$ cat src/rtl/pirdsp_pkg.sv
// Shared types, limits and the saturating add helper
// for the PIRDSP post-multiplier stages.
package pirdsp_pkg;

    localparam int P_W   = 32;
    localparam int ACC_W = 48;

    typedef enum logic {
        ACCUM = 1'b0,
        DONE  = 1'b1
    } state_e;

    localparam logic [ACC_W-1:0] ACC_MAX = {1'b0, {(ACC_W-1){1'b1}}};
    localparam logic [ACC_W-1:0] ACC_MIN = {1'b1, {(ACC_W-1){1'b0}}};

    typedef struct packed {
        logic [ACC_W-1:0] sum;
        logic             ovf;
    } sat_res_t;

    // Signed add with overflow flag; clamps to the limit on
    // the side of acc's sign when saturate is set.
    function automatic sat_res_t sat_add(
        input logic [ACC_W-1:0] acc,
        input logic [ACC_W-1:0] ext,
        input logic             saturate
    );
        sat_res_t r;
        r.sum = acc + ext;
        r.ovf = (acc[ACC_W-1] == ext[ACC_W-1]) &&
                (r.sum[ACC_W-1] != acc[ACC_W-1]);
        if (r.ovf && saturate) begin
            r.sum = acc[ACC_W-1] ? ACC_MIN : ACC_MAX;
        end
        return r;
    endfunction

endpackage

$ cat src/rtl/pirdsp_sat_adder.sv
// Combinational extend + add + overflow detect + clamp,
// generic in product and accumulator widths.
module pirdsp_sat_adder
    import pirdsp_pkg::*;
#(
    parameter int P_WIDTH   = 32,
    parameter int ACC_WIDTH = 48,
    parameter bit SATURATE  = 1'b0
) (
    input  logic [ACC_WIDTH-1:0] acc_i,
    input  logic [P_WIDTH-1:0]   product_i,
    input  logic                 signed_i,
    output logic [ACC_WIDTH-1:0] sum_o,
    output logic                 ovf_o
);

    localparam int EXT_W = ACC_WIDTH - P_WIDTH;
    localparam int MSB   = ACC_WIDTH - 1;

    localparam logic [ACC_WIDTH-1:0] LIM_MAX =
        {1'b0, {(ACC_WIDTH-1){1'b1}}};
    localparam logic [ACC_WIDTH-1:0] LIM_MIN =
        {1'b1, {(ACC_WIDTH-1){1'b0}}};

    logic                 fill;
    logic [ACC_WIDTH-1:0] ext;
    logic [ACC_WIDTH-1:0] raw;
    logic                 ovf;

    // Extend the product, add modulo 2^ACC_WIDTH, clamp on overflow.
    always_comb begin
        fill  = signed_i & product_i[P_WIDTH-1];
        ext   = {{EXT_W{fill}}, product_i};
        raw   = acc_i + ext;
        ovf   = (acc_i[MSB] == ext[MSB]) && (raw[MSB] != acc_i[MSB]);
        sum_o = raw;
        if (ovf && SATURATE) begin
            sum_o = acc_i[MSB] ? LIM_MIN : LIM_MAX;
        end
        ovf_o = ovf;
    end

endmodule

$ cat src/rtl/pirdsp_product_accumulator.sv
// Packet accumulator for the 16x16 multiplier product stream:
// extends, sums into ACC_WIDTH bits and hands off per packet.
module pirdsp_product_accumulator
    import pirdsp_pkg::*;
#(
    parameter int P_WIDTH   = 32,
    parameter int ACC_WIDTH = 48,
    parameter int CNT_WIDTH = 8,
    parameter bit SATURATE  = 1'b0
) (
    input  logic                 clk,
    input  logic                 reset,
    input  logic                 in_valid,
    output logic                 in_ready,
    input  logic [P_WIDTH-1:0]   in_product,
    input  logic                 in_signed,
    input  logic                 in_last,
    output logic                 out_valid,
    input  logic                 out_ready,
    output logic [ACC_WIDTH-1:0] out_acc,
    output logic [CNT_WIDTH-1:0] out_count,
    output logic                 out_overflow
);

    localparam logic [CNT_WIDTH-1:0] CNT_MAX = {CNT_WIDTH{1'b1}};

    state_e               state_q, state_d;
    logic [ACC_WIDTH-1:0] acc_q, acc_d;
    logic [CNT_WIDTH-1:0] cnt_q, cnt_d;
    logic                 ovf_q, ovf_d;

    logic [ACC_WIDTH-1:0] add_sum;
    logic                 add_ovf;
    logic                 accept;

    pirdsp_sat_adder #(
        .P_WIDTH   (P_WIDTH),
        .ACC_WIDTH (ACC_WIDTH),
        .SATURATE  (SATURATE)
    ) u_add (
        .acc_i     (acc_q),
        .product_i (in_product),
        .signed_i  (in_signed),
        .sum_o     (add_sum),
        .ovf_o     (add_ovf)
    );

    assign in_ready     = (state_q == ACCUM);
    assign out_valid    = (state_q == DONE);
    assign accept       = in_valid & in_ready;
    assign out_acc      = acc_q;
    assign out_count    = cnt_q;
    assign out_overflow = ovf_q;

    // Next state: accumulate beats in ACCUM, hold and clear in DONE.
    always_comb begin
        state_d = state_q;
        acc_d   = acc_q;
        cnt_d   = cnt_q;
        ovf_d   = ovf_q;
        unique case (state_q)
            ACCUM: begin
                if (accept) begin
                    acc_d = add_sum;
                    ovf_d = ovf_q | add_ovf;
                    if (cnt_q != CNT_MAX) begin
                        cnt_d = cnt_q + 1'b1;
                    end
                    if (in_last) begin
                        state_d = DONE;
                    end
                end
            end
            DONE: begin
                if (out_ready) begin
                    state_d = ACCUM;
                    acc_d   = '0;
                    cnt_d   = '0;
                    ovf_d   = 1'b0;
                end
            end
            default: state_d = ACCUM;
        endcase
    end

    // State and datapath registers with synchronous reset.
    always_ff @(posedge clk) begin
        if (reset) begin
            state_q <= ACCUM;
            acc_q   <= '0;
            cnt_q   <= '0;
            ovf_q   <= 1'b0;
        end else begin
            state_q <= state_d;
            acc_q   <= acc_d;
            cnt_q   <= cnt_d;
            ovf_q   <= ovf_d;
        end
    end

endmodule

$ cat config.mk
export PLATFORM = sky130hd
export DESIGN_NAME = pirdsp_product_accumulator
export DESIGN_NICKNAME = d
export VERILOG_FILES = /design/src/rtl/pirdsp_pkg.sv /design/src/rtl/pirdsp_sat_adder.sv /design/src/rtl/pirdsp_product_accumulator.sv
export SDC_FILE = /design/constraint.sdc
export NUM_CORES = 1
export LEC_CHECK = 0
export BUFFER_PORTS_ARGS = -buffer_cell sky130_fd_sc_hd__buf_2
export CORE_ASPECT_RATIO = 0.6
export CORE_UTILIZATION = 42
export DETAILED_ROUTE_END_ITERATION = 12
export GPL_ROUTABILITY_DRIVEN = 0
export PLACE_DENSITY = 0.62
export SLEW_MARGIN = 25
export SYNTH_ARGS = -nofsm -noshare
export SYNTH_HDL_FRONTEND = slang
export SYNTH_SLANG_ARGS = --single-unit
$ cat constraint.sdc
create_clock -name clk -period 4.5 [get_ports clk]
set_clock_uncertainty 0.1 [all_clocks]
set_input_delay 0.675 -clock clk [delete_from_list [all_inputs] [get_ports clk]]
set_output_delay 0.675 -clock clk [all_outputs]
set_load 0.05 [all_outputs]
==> flow_summary.toml, run 1 <==
[run_status]
status = "complete, no violations"

[critical_path]
worstPathArrival_ps = 3740
critPathLaunchType = "primary input"
critPathBufInv = 1
reg2reg_slack_ps = 1030
critPathSlowestCell = "a2111oi_1"
reg2reg_from = "out_acc[8]"
cpLargestDelayFamily = "compound AO/OA/AOI/OAI gates"
r2r_cells = 11
crit_path_cell_trace = "buf_2 > ha_1 > or3_1 > a2111oi_1 > nor4b_1 > o21ai_0 > nand2_1 > a31o_2 > a21boi_1 > mux2_2 > or3_1 > o21ai_0"
path_depth = 12
cpPeakStageDelay_ps = 580
cp_data_required_time_ps = 4660
end_kind = "register"
crit_type = "primary input to register"
crit_fanout = 6
rr_endpoint = "out_acc[34]"
cp-startpoint = "in_product[8]"
crit_path_end = "out_acc[34]"

[worst_hold_path]
holdPathStages = 2
hold_class = "register to register"
hp-start = "out_acc[46]"

[synthesis]
muxShareOfSynthArea_pct = 0.870
synth_cells = 643
synth-compound-area-share_pct = 31.4
synth_xor_xnor_area_share_pct = 8.41
synth_adder_area_share_pct = 10.5
synthArstFlopShare_pct = 0
synthesis.nets = 720
synth-simple-area-share_pct = 21.2
yosysTopAreaCell = "dfxtp_1"
synth_top_flop_cell = "dfxtp_1"
yosysSeqAreaShare_pct = 23.7
synth_top_family_by_area = "compound AO/OA/AOI/OAI gates"
synth_edf_count = 0
yosys_warnings = 0
netlist_area_mm2 = 0.00489
synth.most_common_cell = "nor2_1"
syn_area_per_cell_um2 = 7.61
synthTopCellsByCount = "77 x nor2_1, 59 x nand2_1, 58 x dfxtp_1"
ys_ff_latch = 58
ys_types = 70
yosys-top-cells-area = "dfxtp_1 24%, ha_1 9.7%, nor2_1 5.9%"
yosys.area.top_type_share_pct = 23.7

[clock_tree]
clk_pin_slew_ps = 60
cts_resized = 0
cts_setup_buffers = 0
cts_made_buffers = 9
clockBufferDepth = 2
cts-htree-levels = 3
hold_buffers = 0
clock-sinks = 58
worstSkewPairLatency_ps = 330
cts-root-buf = "clkbuf_16"
cts_tree = "done"

[grt]
grt_pass1_wl_um = 24100
grt_max_degree = 36
antenna_found_initial = 0
track_usage_pct = 24.9
grt-ovfl-total = 0
grt_pass1_vias = 4610

[routing]
ant_nets = 0
drtIter0Drc = 608
routed_wl_um = 14900
vias_per_cell = 5.87
drt-pass1-iter-count = 6
vias = 5199
routedWlPerCell_um = 16.8
drcViolationCount = 0

[final_layout]
layout.cells.non_filler = 886
nNetsFinal = 798
layout-drive-gt1-share_pct = 19.4
syn2layout_area_growth_pct = 18.7
diodes = 0

[power]
ir_worst_vdd_v = 0.000194
p_leak_nw = 2.66
power_density_mw_per_mm2 = 403

[timing]
hold_viol = 0
drv_slew = 0
fin_crit_ps = 3580
relSlewSlack_pct = 50.6
setup_tns_ps = 0
worst_slew_pin_slew_ps = 741
fmax_mhz = 279
setup_viol = 0
rsz0062_at_grt = "no"
fin_ws_ps = 916
post-route-period-util_pct = 79.6

[placed_design]
portBuffers = 96
dp_slack_ps = 600
dpl.cell_count = 870
hpwl_um = 11100

[die]
coreArea_mm2 = 0.0113
rows = 30
start_util_pct = 43.2
die-area_mm2 = 0.0121
io_pins = 97
die_w_um = 141
die_h_um = 85.6

[job]
drv_cap = 0
sequential cells by signal, summed over array words and instances, names as in the netlist:
| register | count |
|---|---|
| out_acc | 48 |
| out_overflow | 1 |
| out_count | 8 |
| out_valid | 1 |
metal layers:
layer  part of all wire (%)  vias up  track usage [%]
met2                     38      259             33.4
li1                       -     2547                -
met5                      0        -                0
met4                   0.47        0             4.55
met3                    9.0       10             4.41
met1                     52     2383             40.2
where the power goes:
part           total (mW)  switching (mW)  internal, mW
Sequential          0.643          0.0753         0.568
Clock               0.769           0.280         0.490
Combinational       0.926           0.609         0.318
kinds of logic after synthesis:
group | count (synthesis)
compound gates | 223
flops | 58
mux | 4
buf+inv | 47
xor+xnor | 47
fa+ha+maj | 41
simple gates | 223
worst min path at each step:
stage,end,slack [ps]
2_1_floorplan,out_acc[46],580
5_1_grt,out_overflow,390
6_report,out_acc[46],370
3_5_place_dp,out_acc[46],360
4_1_cts,out_acc[46],370
3_3_place_gp,out_acc[46],350
through the flow:
stage | cell area, µm² | hold WS [ps] | util, % | power, mW
after detailed placement | 5480 | 363 | 48.4 | 1.56
after global routing | 5810 | 392 | 51.2 | 2.45
after global placement | 5480 | 354 | 48.3 | 1.55
final | 5810 | 373 | 51.2 | 2.34
after floorplan | 4890 | 576 | - | 1.35
after CTS | 5810 | 371 | 51.2 | 2.34
tightest hold or removal path: stages (launching register included):
cell     delay (ps)
dfxtp_1         320
nand2_1          60
o21ai_1          50
cell type report:
class	instances	area, µm²
multi-input cells	538	3550
flip-flops and latches	58	1160
clock inverters	7	103
inverters	13	48.8
well taps	160	200
fillers	1109	5530
clock buffers	9	225
repair buffers	101	518
layout by cell type, fill, tap and decap left out, types with 4 or more instances in the layout:
master     instances
clkbuf_16          9
ha_1              38
o211ai_1           4
buf_2             96
nand3_1           18
buf_4              5
o21bai_1           4
nor2_1            76
o21ai_0           39
a21o_1            18
a22oi_1           25
a31oi_1           11
nand2_1           59
or3_1             10
inv_1             13
o21ai_1            7
a211oi_1           7
o22ai_1            4
a31o_2             4
nor4_1             5
o21a_1             4
and2_1             4
a21oi_2            5
nand4_1           10
a21oi_1           55
and3_1            11
nor3_1            12
nor2b_1            5
xor2_1            20
xnor2_1           27
dfxtp_1           58
Note: power is estimated with default switching activity, not from simulation.
==> run 2, diff against run 1 <==
Clock period 4.5 ns to 3.7 ns, I/O delays scaled along.
==> flow_summary.toml, run 2 (same netlist as run 1, synthesis figures left out) <==
[run_status]
status = "complete, no violations"

[timing]
drv_slew = 0
fin_crit_ps = 3410
fmax_mhz = 293
setup_viol = 0
setup_tns_ps = 0
post-route-period-util_pct = 92.2
hold_viol = 0
worst_slew_pin_slew_ps = 730
rsz0062_at_grt = "no"
whs_ps = 347
relSlewSlack_pct = 51.2

[routing]
ant_nets = 0
routedWlPerCell_um = 17.4
vias_per_cell = 5.94
drtIter0Drc = 460
drcViolationCount = 0
routed_wl_um = 15700
vias = 5358
drt-pass1-iter-count = 5

[final_layout]
post-route-util_pct = 52.1
seqCellArea_mm2 = 0.00116
layout-drive-gt1-share_pct = 21.0
diodes = 0
final_common_cell = "buf_2"
multiInputGateArea_mm2 = 0.00355
syn2layout_area_growth_pct = 20.7
largest_reg_flops = 48
nNetsFinal = 814
num-fill-cells = 1159
final_cell_mix = "96 x buf_2, 77 x nor2_1, 59 x nand2_1"

[critical_path]
end_kind = "register"
crit_type = "primary input to register"
critPathBufInv = 1
critPathSlowestCell = "ha_1"
cpLargestDelayFamily = "compound AO/OA/AOI/OAI gates"
crit_fanout = 7
worstPathArrival_ps = 3550
crit_path_cell_trace = "buf_2 > ha_1 > a21o_1 > a31oi_1 > or3b_1 > o21ai_1 > o21ai_1 > a41oi_2 > o21ai_0 > a31oi_1 > mux2i_1 > nand2_1"
cpPeakStageDelay_ps = 390
cp_data_required_time_ps = 3830
critPathLaunchType = "primary input"

[die]
die-area_mm2 = 0.0121
die_w_um = 141
die_h_um = 85.6
io_pins = 97
rows = 30
coreArea_mm2 = 0.0113
start_util_pct = 43.2

[grt]
grt_max_degree = 35
antenna_found_initial = 0
grt_pass1_wl_um = 25200
grt-ovfl-total = 0
grt_pass1_vias = 4805
track_usage_pct = 26.5

[clock_tree]
hold_buffers = 0
cts_setup_buffers = 0
clock-sinks = 58
cts-htree-levels = 3
cts_tree = "done"
clk_pin_slew_ps = 60
cts-root-buf = "clkbuf_16"
cts_made_buffers = 9
clockBufferDepth = 2
worstSkewPairLatency_ps = 340
cts_resized = 0

[job]
drv_cap = 0

[power]
p_leak_nw = 2.72
power_density_mw_per_mm2 = 480
ir_worst_vdd_v = 0.000241
p_total_mw = 2.84

[worst_hold_path]
hold_class = "primary input to register"

[placed_design]
hpwl_um = 11700
portBuffers = 96
run 2: final cells by class:
type / instances / share of cell area, %
multi-input combinational: 538 / 60.1
sequential: 58 / 19.7
clock inverter: 6 / 1.12
tap: 160 / 3.39
timing repair buffer: 117 / 10.8
clock buffer: 10 / 4.05
inverter: 13 / 0.826
run 2: worst reg2reg max path, stage by stage, from the launching register on:
cell and delay [ps]:
dfxtp_1 330, ha_1 390, a21o_1 270, a31oi_1 230, or3b_1 370, o21ai_1 280
o21ai_1 200, a41oi_2 300, o21ai_0 260, a31oi_1 310, mux2i_1 220, nand2_1 60
run 2: through the flow:
step	instances	instance area [µm²]	setup slack (ps)
2_1_floorplan	643	4890	53.6
3_3_place_gp	886	5600	95.0
3_5_place_dp	886	5600	67.6
4_1_cts	902	5900	361
5_1_grt	902	5900	37.0
6_report	902	5900	288
run 2: report_power, final:
part | leakage (nW) | total [mW] | internal (mW) | switching, mW
logic | 2.10 | 1.17 | 0.412 | 0.762
clock network | 0.141 | 0.881 | 0.540 | 0.341
registers | 0.475 | 0.781 | 0.691 | 0.0900
run 2: path summary, 6_finish.rpt:
path,from,endpoint,slack [ps],depth (start not counted)
max,in_product[11],out_acc[45],290,12
min,in_last,out_valid,350,3
max reg2reg,out_acc[11],out_acc[45],290,11
min reg2reg,out_overflow,out_overflow,370,2
run 2: per-layer routing:
layer / GRT usage [%] / vias to the layer above / part of all wire (%)
li1: - / 2579 / -
met1: 40.0 / 2532 / 52
met2: 37.1 / 232 / 39
met3: 6.37 / 15 / 8.4
met4: 6.13 / 0 / 0.97
met5: 0 / - / 0
==> run 3, diff against run 2 <==
Settings changed: BUFFER_PORTS_ARGS -buffer_cell sky130_fd_sc_hd__buf_2 to not set, DONT_BUFFER_PORTS set to 1, PLACE_DENSITY 0.62 to 0.54.
==> flow_summary.toml, run 3 (same netlist as run 1, synthesis figures left out) <==
[run_status]
status = "complete, no violations"

[final_layout]
nNetsFinal = 754
seqCellArea_mm2 = 0.00116
syn2layout_area_growth_pct = 16.8
stdcell_area_mm2 = 0.00572
diodes = 0
num-fill-cells = 1124
largest_reg_flops = 48
layout-drive-gt1-share_pct = 14.1
final_common_cell = "nor2_1"
multiInputGateArea_mm2 = 0.00355
final_cell_mix = "77 x nor2_1, 59 x nand2_1, 58 x dfxtp_1"

[routing]
ant_nets = 0
vias_per_cell = 5.94
drt-pass1-iter-count = 5
drcViolationCount = 0
routed_wl_um = 15200
vias = 4998
drtIter0Drc = 479
routedWlPerCell_um = 18.0

[critical_path]
cp_data_required_time_ps = 3860
cpPeakStageDelay_ps = 630
critPathSlowestCell = "a2111oi_1"
crit_path_cell_trace = "ha_1 > or3_1 > a2111oi_1 > nor4b_1 > o21ai_0 > nand2_1 > a31o_2 > a21boi_1 > mux2_2 > or3_1 > o21ai_0"
crit_fanout = 6
reg2reg_from = "out_acc[8]"
rr_endpoint = "out_acc[34]"
critPathBufInv = 0
cpLargestDelayFamily = "compound AO/OA/AOI/OAI gates"
reg2reg_slack_ps = 220
end_kind = "register"
worstPathArrival_ps = 3640
crit_type = "register to register"
critPathLaunchType = "register"
r2r_cells = 11

[power]
p_int_mw = 1.70
pwr-share-comb_pct = 39.0
sw_frac_of_total_pct = 40.7
clockPowerShare_pct = 32.5
power_density_mw_per_mm2 = 500
seqPwrFrac_pct = 28.5
p_leak_nw = 2.47
ir_worst_vdd_v = 0.000277
power_switching_mw = 1.16

[timing]
setup_tns_ps = 0
fin_crit_ps = 3480
whs_ps = 186
setup_viol = 0
fin_ws_ps = 220
rsz0062_at_grt = "no"
worst_slew_pin_slew_ps = 968
fmax_mhz = 287
drv_slew = 0
hold_viol = 0
relSlewSlack_pct = 35.4
post-route-period-util_pct = 94.1

[grt]
grt-ovfl-total = 0
grt_pass1_vias = 4511
grt_pass1_wl_um = 23900
grt_max_degree = 36
antenna_found_initial = 0
track_usage_pct = 25.2

[clock_tree]
clock-sinks = 58
hold_buffers = 0
cts-root-buf = "clkbuf_16"
cts_made_buffers = 9
cts-htree-levels = 3
clk_pin_slew_ps = 60
cts_setup_buffers = 0
worstSkewPairLatency_ps = 330
cts_resized = 0
clockBufferDepth = 2
cts_tree = "done"

[die]
coreArea_mm2 = 0.0113
start_util_pct = 43.2
die_h_um = 85.6
io_pins = 97
rows = 30
die-area_mm2 = 0.0121
die_w_um = 141

[placed_design]
portBuffers = 0
place_area_mm2 = 0.00539
hpwl_um = 11400
dp_slack_ps = 32.6

[worst_hold_path]
hp-start = "reset"
holdPathStages = 1
hold_class = "primary input to register"
hold_end = "out_acc[13]"

[job]
drv_cap = 0
[run 3: cell type report]
| class | instances | area share [%] |
|---|---|---|
| Clock inverter | 7 | 1.77 |
| Clock buffer | 9 | 3.94 |
| Multi-Input combinational cell | 538 | 62.1 |
| Inverter | 13 | 0.854 |
| Tap cell | 160 | 3.50 |
| Timing Repair Buffer | 57 | 7.49 |
| Sequential cell | 58 | 20.3 |
[run 3: worst max-delay path by stage]
stage,from,end,cells after the start
5_1_grt,out_acc[8],out_acc[34],11
4_1_cts,out_acc[8],out_acc[34],11
3_3_place_gp,in_product[8],out_acc[34],11
3_5_place_dp,in_product[8],out_acc[34],11
2_1_floorplan,in_product[31],out_acc[47],16
6_report,out_acc[8],out_acc[34],11
[run 3: power by group through the flow]
| stage | registers (mW) | logic (mW) | clock network (mW) |
|---|---|---|---|
| after global placement | 0.820 | 1.09 | 0 |
| after detailed placement | 0.823 | 1.10 | 0 |
| after floorplan | 0.975 | 0.669 | 0 |
| final | 0.813 | 1.11 | 0.929 |
| after CTS | 0.810 | 1.10 | 0.944 |
| after global routing | 0.820 | 1.21 | 0.966 |
[run 3: through the flow]
| stage | instances | power [mW] | util [%] |
|---|---|---|---|
| 2_1_floorplan | 643 | 1.64 | - |
| 3_3_place_gp | 826 | 1.91 | 47.5 |
| 3_5_place_dp | 826 | 1.92 | 47.5 |
| 4_1_cts | 842 | 2.86 | 50.4 |
| 5_1_grt | 842 | 3.00 | 50.4 |
| 6_report | 842 | 2.86 | 50.4 |
[run 3: layer usage]
layer  GRT usage, %  wire length (µm)  vias up  share of wire, %
met1           37.1              7590     2308                50
met5              0                 0        -                 0
li1               -                 -     2455                 -
met2           34.5              5870      224                39
met3           8.49              1540       11                10
met4           6.13               159        0               1.0
